`src/rtl/controle_pipeline_pkg.sv`:
```
// ============================================================================
// controle_pipeline_pkg
//   Shared state encodings, pipeline-control bundle and constants.
//   Revision: 1.0
// ============================================================================
`default_nettype none

package controle_pipeline_pkg;

  localparam int REG_IDX_W = 5;
  localparam int OPCODE_W  = 6;
  localparam logic [OPCODE_W-1:0] HALT_OPCODE_DEF = 6'h3F;

  typedef enum logic [2:0] {
    ST_FILL     = 3'd0,
    ST_RUN      = 3'd1,
    ST_MEM_WAIT = 3'd2,
    ST_DRAIN    = 3'd3,
    ST_HALT     = 3'd4
  } estado_t;

  typedef struct packed {
    logic pc_write;
    logic ifid_write;
    logic pipe_write;
    logic hazard_mux;
    logic flush_ifid;
    logic flush_idex;
    logic flush_exmem;
    logic suppress_wb;
  } ctrl_t;

  localparam ctrl_t CTRL_RESET  = '{pc_write: 1'b0, ifid_write: 1'b0, pipe_write: 1'b0, hazard_mux: 1'b1,
                                    flush_ifid: 1'b0, flush_idex: 1'b0, flush_exmem: 1'b0, suppress_wb: 1'b1};
  localparam ctrl_t CTRL_FILL   = '{pc_write: 1'b1, ifid_write: 1'b1, pipe_write: 1'b1, hazard_mux: 1'b0,
                                    flush_ifid: 1'b0, flush_idex: 1'b0, flush_exmem: 1'b0, suppress_wb: 1'b1};
  localparam ctrl_t CTRL_RUN    = '{pc_write: 1'b1, ifid_write: 1'b1, pipe_write: 1'b1, hazard_mux: 1'b0,
                                    flush_ifid: 1'b0, flush_idex: 1'b0, flush_exmem: 1'b0, suppress_wb: 1'b0};
  localparam ctrl_t CTRL_BRANCH = '{pc_write: 1'b1, ifid_write: 1'b1, pipe_write: 1'b1, hazard_mux: 1'b0,
                                    flush_ifid: 1'b1, flush_idex: 1'b1, flush_exmem: 1'b1, suppress_wb: 1'b0};
  localparam ctrl_t CTRL_BUBBLE = '{pc_write: 1'b0, ifid_write: 1'b0, pipe_write: 1'b1, hazard_mux: 1'b1,
                                    flush_ifid: 1'b0, flush_idex: 1'b0, flush_exmem: 1'b0, suppress_wb: 1'b0};
  localparam ctrl_t CTRL_FREEZE = '{pc_write: 1'b0, ifid_write: 1'b0, pipe_write: 1'b0, hazard_mux: 1'b0,
                                    flush_ifid: 1'b0, flush_idex: 1'b0, flush_exmem: 1'b0, suppress_wb: 1'b0};
  localparam ctrl_t CTRL_HALT   = '{pc_write: 1'b0, ifid_write: 1'b0, pipe_write: 1'b0, hazard_mux: 1'b1,
                                    flush_ifid: 1'b0, flush_idex: 1'b0, flush_exmem: 1'b0, suppress_wb: 1'b1};

endpackage

`default_nettype wire

```
`src/rtl/controle_pipeline_deteccao_load_use.sv`:
```
// ============================================================================
// deteccao_load_use
//   Combinational load-use hazard compare between ID/EX load and IF/ID sources.
//   Revision: 1.0
// ============================================================================
`default_nettype none

module deteccao_load_use
  import controle_pipeline_pkg::*;
(
  input  logic                 idex_mem_read,
  input  logic [REG_IDX_W-1:0] idex_rt,
  input  logic [REG_IDX_W-1:0] ifid_rs,
  input  logic [REG_IDX_W-1:0] ifid_rt,
  output logic                 load_use
);

  // Register 0 is hardwired, so a load targeting it can never create a hazard.
  assign load_use = idex_mem_read && (idex_rt != '0) &&
                    ((idex_rt == ifid_rs) || (idex_rt == ifid_rt));

endmodule

`default_nettype wire

```
`src/rtl/controle_pipeline.sv`:
```
// ============================================================================
// controle_pipeline
//   Pipeline sequencing FSM: fill gating, load-use stall, branch flush,
//   memory-wait freeze and halt drain.  Revision: 1.0
// ============================================================================
`default_nettype none

module controle_pipeline
  import controle_pipeline_pkg::*;
#(
  parameter int                  FILL_CYCLES = 4,
  parameter int                  MEM_TIMEOUT = 255,
  parameter logic [OPCODE_W-1:0] HALT_OPCODE = HALT_OPCODE_DEF
) (
  input  logic                 clock,
  input  logic                 reset_n,
  input  logic [OPCODE_W-1:0]  IFID_opcode,
  input  logic [REG_IDX_W-1:0] IFID_rs,
  input  logic [REG_IDX_W-1:0] IFID_rt,
  input  logic                 IDEX_memRead,
  input  logic [REG_IDX_W-1:0] IDEX_rt,
  input  logic                 PCSrc,
  input  logic                 memBusy,
  output logic                 PCWrite,
  output logic                 IFIDWrite,
  output logic                 pipeWrite,
  output logic                 hazardMux,
  output logic                 flushIFID,
  output logic                 flushIDEX,
  output logic                 flushEXMEM,
  output logic                 suppressWB,
  output logic                 halted,
  output logic                 erro,
  output logic [2:0]           estado,
  output logic [15:0]          stallCount
);

  localparam int FILL_W = $clog2(FILL_CYCLES + 1);
  localparam int TO_W   = $clog2(MEM_TIMEOUT + 1);
  localparam logic [FILL_W-1:0] FILL_LAST = FILL_W'(FILL_CYCLES - 1);
  localparam logic [TO_W-1:0]   TO_LAST   = TO_W'(MEM_TIMEOUT - 1);

  estado_t           state_q, state_d, run_next;
  logic [FILL_W-1:0] fill_cnt_q, fill_cnt_d;
  logic [TO_W-1:0]   busy_cnt_q, busy_cnt_d;
  logic [1:0]        drain_cnt_q, drain_cnt_d;
  logic [15:0]       stall_cnt_q, stall_cnt_d;
  logic              erro_q, erro_d;
  logic              lu;
  ctrl_t             run_ctrl, ctrl, ctrl_out;

  deteccao_load_use u_lu (
    .idex_mem_read (IDEX_memRead),
    .idex_rt       (IDEX_rt),
    .ifid_rs       (IFID_rs),
    .ifid_rt       (IFID_rt),
    .load_use      (lu)
  );

  // Steady-state decisions, shared by RUN and the cycle MEM_WAIT releases.
  always_comb begin
    run_ctrl = CTRL_RUN;
    run_next = ST_RUN;
    if (PCSrc) begin
      run_ctrl = CTRL_BRANCH;
    end else if (lu) begin
      run_ctrl = CTRL_BUBBLE;
    end else if (IFID_opcode == HALT_OPCODE) begin
      run_ctrl = CTRL_BUBBLE;
      run_next = ST_DRAIN;
    end
  end

  always_comb begin
    state_d     = state_q;
    fill_cnt_d  = fill_cnt_q;
    busy_cnt_d  = busy_cnt_q;
    drain_cnt_d = drain_cnt_q;
    erro_d      = erro_q;
    ctrl        = CTRL_RESET;
    case (state_q)
      ST_FILL: begin
        ctrl = CTRL_FILL;
        if (memBusy) begin
          ctrl.pc_write   = 1'b0;
          ctrl.ifid_write = 1'b0;
          ctrl.pipe_write = 1'b0;
        end else begin
          if (lu) begin
            ctrl.pc_write   = 1'b0;
            ctrl.ifid_write = 1'b0;
            ctrl.hazard_mux = 1'b1;
          end
          if (fill_cnt_q == FILL_LAST) begin
            state_d = ST_RUN;
          end else begin
            fill_cnt_d = fill_cnt_q + FILL_W'(1);
          end
        end
      end
      ST_RUN: begin
        if (memBusy) begin
          ctrl       = CTRL_FREEZE;
          state_d    = ST_MEM_WAIT;
          busy_cnt_d = TO_W'(1);
        end else begin
          ctrl        = run_ctrl;
          state_d     = run_next;
          drain_cnt_d = '0;
        end
      end
      ST_MEM_WAIT: begin
        if (memBusy) begin
          ctrl = CTRL_FREEZE;
          if (busy_cnt_q == TO_LAST) begin
            state_d = ST_HALT;
            erro_d  = 1'b1;
          end else begin
            busy_cnt_d = busy_cnt_q + TO_W'(1);
          end
        end else begin
          ctrl        = run_ctrl;
          state_d     = run_next;
          drain_cnt_d = '0;
        end
      end
      ST_DRAIN: begin
        ctrl = CTRL_BUBBLE;
        if (memBusy) begin
          ctrl.pipe_write = 1'b0;
        end else if (PCSrc) begin
          // The halt opcode was fetched down a mispredicted path.
          ctrl    = CTRL_BRANCH;
          state_d = ST_RUN;
        end else if (drain_cnt_q == 2'd2) begin
          state_d = ST_HALT;
        end else begin
          drain_cnt_d = drain_cnt_q + 2'd1;
        end
      end
      ST_HALT: ctrl = CTRL_HALT;
      default: state_d = ST_FILL;
    endcase

    stall_cnt_d = stall_cnt_q;
    if (!ctrl.pc_write && (state_q != ST_HALT) && (stall_cnt_q != 16'hFFFF)) begin
      stall_cnt_d = stall_cnt_q + 16'd1;
    end
  end

  always_ff @(posedge clock or negedge reset_n) begin
    if (!reset_n) begin
      state_q     <= ST_FILL;
      fill_cnt_q  <= '0;
      busy_cnt_q  <= '0;
      drain_cnt_q <= '0;
      stall_cnt_q <= '0;
      erro_q      <= 1'b0;
    end else begin
      state_q     <= state_d;
      fill_cnt_q  <= fill_cnt_d;
      busy_cnt_q  <= busy_cnt_d;
      drain_cnt_q <= drain_cnt_d;
      stall_cnt_q <= stall_cnt_d;
      erro_q      <= erro_d;
    end
  end

  assign ctrl_out   = reset_n ? ctrl : CTRL_RESET;
  assign PCWrite    = ctrl_out.pc_write;
  assign IFIDWrite  = ctrl_out.ifid_write;
  assign pipeWrite  = ctrl_out.pipe_write;
  assign hazardMux  = ctrl_out.hazard_mux;
  assign flushIFID  = ctrl_out.flush_ifid;
  assign flushIDEX  = ctrl_out.flush_idex;
  assign flushEXMEM = ctrl_out.flush_exmem;
  assign suppressWB = ctrl_out.suppress_wb;
  assign halted     = reset_n && (state_q == ST_HALT);
  assign erro       = reset_n && erro_q;
  assign estado     = reset_n ? state_q : ST_FILL;
  assign stallCount = reset_n ? stall_cnt_q : 16'd0;

endmodule

`default_nettype wire

```
`config.mk`:
```
export PLATFORM = sky130hd
export DESIGN_NAME = controle_pipeline
export DESIGN_NICKNAME = d
export VERILOG_FILES = /design/src/rtl/controle_pipeline_pkg.sv /design/src/rtl/controle_pipeline_deteccao_load_use.sv /design/src/rtl/controle_pipeline.sv
export SDC_FILE = /design/constraint.sdc
export NUM_CORES = 1
export LEC_CHECK = 0
export BUFFER_PORTS_ARGS = -buffer_cell sky130_fd_sc_hd__buf_4
export CAP_MARGIN = 20
export CORE_ASPECT_RATIO = 1.25
export CORE_MARGIN = 3
export CORE_UTILIZATION = 25
export CTS_CLUSTER_DIAMETER = 80
export DETAILED_ROUTE_END_ITERATION = 7
export PLACE_DENSITY_LB_ADDON = 0.15
export SETUP_SLACK_MARGIN = 0.02
export SLEW_MARGIN = 10
export SYNTH_ARGS = -nofsm -noshare
export SYNTH_HDL_FRONTEND = slang
export SYNTH_HIERARCHICAL = 1
export SYNTH_SLANG_ARGS = --single-unit
```
`constraint.sdc`:
```
create_clock -name clock -period 2.1 [get_ports clock]
set_input_delay 0.105 -clock clock [delete_from_list [all_inputs] [get_ports clock]]
set_output_delay 0.105 -clock clock [all_outputs]
set_load 0.01 [all_outputs]
```
==> results of run 1 <==
path summary, 6_finish.rpt:
kind / end / slack, ns / cells past startpoint
setup / recovery: stall_cnt_q[14] / 0.12 / 9
setup reg to reg: stall_cnt_q[14] / 0.22 / 5
min in group asynchronous: erro_q / 0.23 / 2
hold / removal: state_q[0] / 0.14 / 2
hold reg to reg: erro_q / 0.45 / 1
max in group asynchronous: stall_cnt_q[15] / 1.44 / 3
flip-flops by register name (all words and copies together) (netlist names):
signal / cells
fill_cnt_q: 3
stall_cnt_q: 16
state_q: 3
drain_cnt_q: 2
erro_q: 1
busy_cnt_q: 8
worst register-to-register path, stage by stage (launching register included):
cell	delay, ns
dfrtp_1	0.50
or4_1	0.57
o22a_2	0.28
buf_4	0.17
and4b_1	0.18
a21oi_2	0.12
final cells by class:
class	instances	area, um^2	share of cell area (%)
tap	117	146	4.91
sequential	33	826	27.7
clock inverter	1	30.0	1.01
inverter	7	26.3	0.881
timing repair buffer	73	563	18.9
clock buffer	7	86.3	2.89
multi-input combinational	193	1310	43.8
metrics by stage:
stage	setup WS [ns]	TNS, ns	instances
2_1_floorplan	0.0224	0	246
3_3_place_gp	-0.153	-1.33	422
3_5_place_dp	-0.168	-1.51	422
4_1_cts	0.135	0	431
5_1_grt	0.0190	0	431
6_report	0.120	0	431
report_power, final:
group	total (mW)	switching (mW)	internal (mW)
clock	0.631	0.244	0.387
combinational	0.824	0.391	0.433
sequential	0.894	0.140	0.754
total	2.35	0.774	1.57
synthesized netlist by cell type, types with 6 or more instances:
cell type   n  area (um^2)
nand3_1    18         90.1
ha_1        6         75.1
xor2_1      7         61.3
nand4_1     6         37.5
o21ai_0     9         45.0
nor3_1      6         30.0
and2_1     22          138
inv_1       7         26.3
dfrtp_1    33          826
nor2_1     23         86.3
nand2_1    20         75.1
buf_4       6         45.0
xnor2_1    21          184
a21oi_1     8         40.0
logic make-up after synthesis:
logic type	count (synthesis)	synth area share [%]
buffers and inverters	20	4.87
adder cells (fa/ha/maj)	7	3.81
AND/OR/NAND/NOR	120	31.0
AO/OA/AOI/OAI	33	9.92
XOR/XNOR	28	11.0
multiplexers	5	2.46
flip-flops	33	37.0
metal layers:
| metal | wire length, um | up-vias |
|---|---|---|
| li1 | - | 987 |
| met1 | 2370 | 928 |
| met2 | 2750 | 28 |
| met3 | 211 | 6 |
| met4 | 68 | 0 |
| met5 | 0 | - |
cell usage in the layout, fill, tap and decap left out, types with 7 or more instances in the layout:
cell and n:
buf_4 71, dfrtp_1 33, nand2_1 20, o21ai_0 9, and2_1 22, nand3_1 18, xnor2_1 21, inv_1 7
xor2_1 7, nor2_1 23
repair_timing:
action | in CTS | in global routing
hold buffers | 1 | 0
endpoints found under the setup margin | 0 | 4
gates resized for setup | 0 | 2
hold endpoints to repair | 33 | 0
==> reports/metrics.cfg, run 1 <==
[floorplanning]
fp-row-count = 37
die_w_um = 90.5
core_um2 = 8470
ios = 55
die_area_um2 = 10100
die_y_um = 112
start_util_pct = 26.4

[global_routing]
grt_overflow_total = 0
grt_first_pass_wirelength_um = 9700
use_met2_pct = 19.7
gr-usage-met3_pct = 3.11
use_met1_pct = 14.3
first_global_vias = 2010
grt_usage_pct = 11.5
grt_busiest_layer = met2
antenna_found_initial = 0
grt_max_degree = 37

[clock_network]
cts_max_level = 2
path_clk_slew_ns = 0.07
clock_latency_ns = 0.29
cts_tree = built
cts_buffer_depth = 2
postCtsSetupBuffers = 0
numCtsBuffers = 5
cts-root-buf = clkbuf_8
clock_sinks = 33

[synth]
syn_area_um2 = 2230
yosysUniqueCellTypes = 50
synth-main-ff-cell = dfrtp_1
ys_seq_area_share_pct = 37.0
yosysWarnings = 6
syn_inst = 246
synth_edf_count = 0
ys_async_sr_fraction_pct = 100
syn_area_per_cell_um2 = 9.08
ys_ff_latch = 33
syn_nets = 278

[final_layout]
num-nets-final = 345
diodes = 0
drive_gt1_share_pct = 29.6
fill_cells = 905
final_area_um2 = 2980
area_delta_synth_final_pct = 33.6
fin_util_pct = 35.2

[worst_setup_path]
reg2reg_from = state_q[0]
crit_start = IDEX_rt[1]
cp_max_fo = 8
crit_arrival_ns = 2.20
worst_path_max_delay_cell = or4_1
crit_family = simple AND/OR/NAND/NOR gates
path_cells = buf_4 > or4_1 > o21ai_1 > a21oi_2 > or4_1 > o22a_2 > buf_4 > and4b_1 > a21oi_2
crit_path_start_kind = input pin
cp-end-kind = register
crit_buf_inv = 2
worst_ep_required_time_ns = 2.33
path_class = input pin to register
crit_path_max_incr_delay_ns = 0.50

[timing]
hold_viol_final = 0
drv_slew = 0
fin_worst_skew_ns = 0.00554
tightest_slew_ns = 0.389
min_period_over_period_pct = 94.3
rsz0062_at_grt = true
relSlewSlack_pct = 73.4
max_freq_mhz = 505
min_period_ns = 1.98
whs_ns = 0.145
finalSetupViolCount = 0

[power_and_ir_drop]
total_power_mw = 2.35
power.density_nw_per_um2 = 787
leakage_nw = 1.33
peakVddDrop_mv = 0.405

[routing]
drtAntennaViolNets = 0
vias_per_cell = 4.52
routedWlPerCell_um = 12.5
routed_wl_um = 5400
drtPass1Iterations = 4
first_iter_violations = 49
via_count = 1949
drc = 0

[placed_design]
finalWeightedCongestion = 0.731
portBuffers = 54
dp_hpwl_um = 4160
placed_area_um2 = 2850

[min_path]
hold_class = input pin to register
hold_start = memBusy

[outcome]
outcome = completed

[flow_run]
cap_violations = 0

(Power assumes the default switching activity.)
==> run 2: changes to the inputs <==
clock period = 1.6 ns   (was 2.1 ns; I/O delays follow)
==> reports/metrics.cfg, run 2 (synthesis results as in run 1) <==
[outcome]
outcome = finished, violations left  ; was completed
violations = setup timing

[timing]
relSlewSlack_pct = 79.0  ; was 73.4%
drv_slew = 0  ; unchanged
rsz0062_at_grt = true  ; unchanged
fin_worst_skew_ns = 0.00681  ; was 0.00554 ns
whs_ns = 0.203  ; was 0.145 ns
hold_viol_final = 0  ; unchanged
min_period_over_period_pct = 121
tightest_slew_ns = 0.311  ; was 0.389 ns
min_period_ns = 1.93
finalSetupViolCount = 24  ; was 0
fin_ws_ns = -0.329  ; was 0.120 ns
max_freq_mhz = 518

[routing]
via_count = 2213  ; was 1949
first_iter_violations = 50  ; was 49
routedWlPerCell_um = 13.9  ; was 12.5 um
vias_per_cell = 4.53  ; was 4.52
drtPass1Iterations = 4  ; unchanged
routed_wl_um = 6810  ; was 5400 um
drc = 0  ; unchanged
drtAntennaViolNets = 0  ; unchanged

[worst_setup_path]
reg2reg_from = state_q[2]  ; was state_q[0]
path_class = input pin to register  ; unchanged
r2r_setup_slack_ns = -0.28  ; was 0.22 ns
reg2reg_depth = 5  ; unchanged
cp_max_fo = 7  ; was 8
cp-end-kind = register  ; unchanged
r2r-end = stall_cnt_q[1]  ; was stall_cnt_q[14]
crit_arrival_ns = 2.10  ; was 2.20 ns
crit_path_start_kind = input pin  ; unchanged
worst_ep_required_time_ns = 1.77  ; was 2.33 ns

[power_and_ir_drop]
p_int_mw = 2.34  ; was 1.57 mW
peakVddDrop_mv = 0.531  ; was 0.405 mV
p_seq_share_pct = 31.1  ; was 38.1%
swShare_pct = 35.7  ; was 33.0%
leakage_nw = 1.75  ; was 1.33 nW
power.density_nw_per_um2 = 970  ; was 787 nW/um^2
combinationalPowerShare_pct = 51.3  ; was 35.1%
clkPwrFrac_pct = 17.5  ; was 26.9%
p_switching_mw = 1.30  ; was 774 uW

[final_layout]
reg_top3 = stall_cnt_q x16, busy_cnt_q x8  ; unchanged
drive_gt1_share_pct = 52.7  ; was 29.6%
area_delta_synth_final_pct = 68.3  ; was 33.6%
largest_reg_flops = 16  ; unchanged
num-nets-final = 403  ; was 345
diodes = 0  ; unchanged
fin_cells = 489  ; was 431
top_register = stall_cnt_q  ; unchanged
fin_util_pct = 44.4  ; was 35.2%
final_cell_mix = 106 x buf_4, 31 x dfrtp_1, 22 x and2_1, 22 x buf_6, 19 x xnor2_1  ; was 71 x buf_4, 33 x dfrtp_1, 23 x nor2_1, 22 x and2_1, 21 x xnor2_1
layout_commonest_cell = buf_4  ; unchanged
final_area_um2 = 3760  ; was 2980 um^2

[floorplanning]
start_util_pct = 26.4  ; unchanged
ios = 55  ; unchanged
die_w_um = 90.5  ; unchanged
die_y_um = 112  ; unchanged
core_um2 = 8470  ; unchanged
die_area_um2 = 10100  ; unchanged
fp-row-count = 37  ; unchanged

[flow_run]
cap_violations = 0  ; unchanged

[clock_network]
cts_tree = built  ; unchanged
cts_max_level = 2  ; unchanged
clock_latency_ns = 0.28  ; was 0.29 ns
numCtsBuffers = 5  ; unchanged
cts-root-buf = clkbuf_8  ; unchanged
clock_sinks = 33  ; unchanged
path_clk_slew_ns = 0.08  ; was 0.07 ns
cts_buffer_depth = 2  ; unchanged

[global_routing]
grt_first_pass_wirelength_um = 10800  ; was 9700 um
first_global_vias = 2269  ; was 2010
grt_overflow_total = 0  ; unchanged
grt_usage_pct = 12.9  ; was 11.5%
antenna_found_initial = 0  ; unchanged
grt_max_degree = 28  ; was 37

[placed_design]
placed_area_um2 = 3120  ; was 2850 um^2
finalWeightedCongestion = 0.768  ; was 0.731
portBuffers = 54  ; unchanged
dp_slack_ns = -0.655  ; was -0.168 ns
dp_hpwl_um = 4720  ; was 4160 um
dp.cells = 457  ; was 422

[min_path]
hold_class = input pin to asynchronous set/reset pin  ; was input pin to register

[run 2: metrics by stage]
step	total power, mW	setup TNS (ns)
final	3.65	-4.83
after global routing	3.91	-5.99
after CTS	3.38	-4.68
after detailed placement	2.52	-9.28
after global placement	2.51	-9.44
after floorplan	1.85	-5.49
[run 2: per-layer routing]
layer / vias up / routed length, um / track usage, %
li1: 1104 / - / -
met1: 1065 / 2800 / 15.1
met2: 36 / 3720 / 24.3
met3: 8 / 195 / 2.23
met4: 0 / 97 / 2.76
met5: - / 0 / 0
[run 2: power by group through the flow]
stage	clock (mW)	sequential (mW)	combinational, mW
after CTS	0.670	1.11	1.60
after detailed placement	0	1.12	1.40
after global placement	0	1.12	1.39
final	0.640	1.14	1.87
after floorplan	0	1.14	0.715
after global routing	0.717	1.16	2.04
[run 2: worst max-delay path, cell delays in order]
cell     delay, ns
buf_6         0.09
or4_4         0.53
o21ai_2       0.17
a21oi_2       0.06
or4_4         0.48
o22a_4        0.28
nand2_2       0.10
mux2_4        0.30
[run 2: worst max-delay path by stage]
stage          startpoint               to  slack, ns  depth (start not counted)
2_1_floorplan  IDEX_rt[1]  stall_cnt_q[12]      -0.45                          7
4_1_cts        IDEX_rt[1]  stall_cnt_q[14]      -0.32                          9
3_5_place_dp   IDEX_rt[1]  stall_cnt_q[14]      -0.66                          9
3_3_place_gp   IDEX_rt[1]  stall_cnt_q[14]      -0.67                          9
6_report       IDEX_rt[1]   stall_cnt_q[1]      -0.33                          8
5_1_grt        IDEX_rt[1]  stall_cnt_q[14]      -0.35                          9
[run 2: what timing repair did]
action,in CTS,in global routing
cloned,2,1
pin swaps,20,32
buffers inserted,9,12
endpoints found under the setup margin,32,37
endpoints found under the hold margin,33,0
gates resized for setup,44,51
hold buffers,1,0
[run 2: cell type report]
| type | instances | area, um^2 |
|---|---|---|
| Sequential cell | 33 | 828 |
| Clock inverter | 3 | 17.5 |
| Timing Repair Buffer | 131 | 1090 |
| Fill cell | 837 | 4710 |
| Tap cell | 117 | 146 |
| Inverter | 7 | 41.3 |
| Clock buffer | 5 | 68.8 |
| Multi-Input combinational cell | 193 | 1560 |
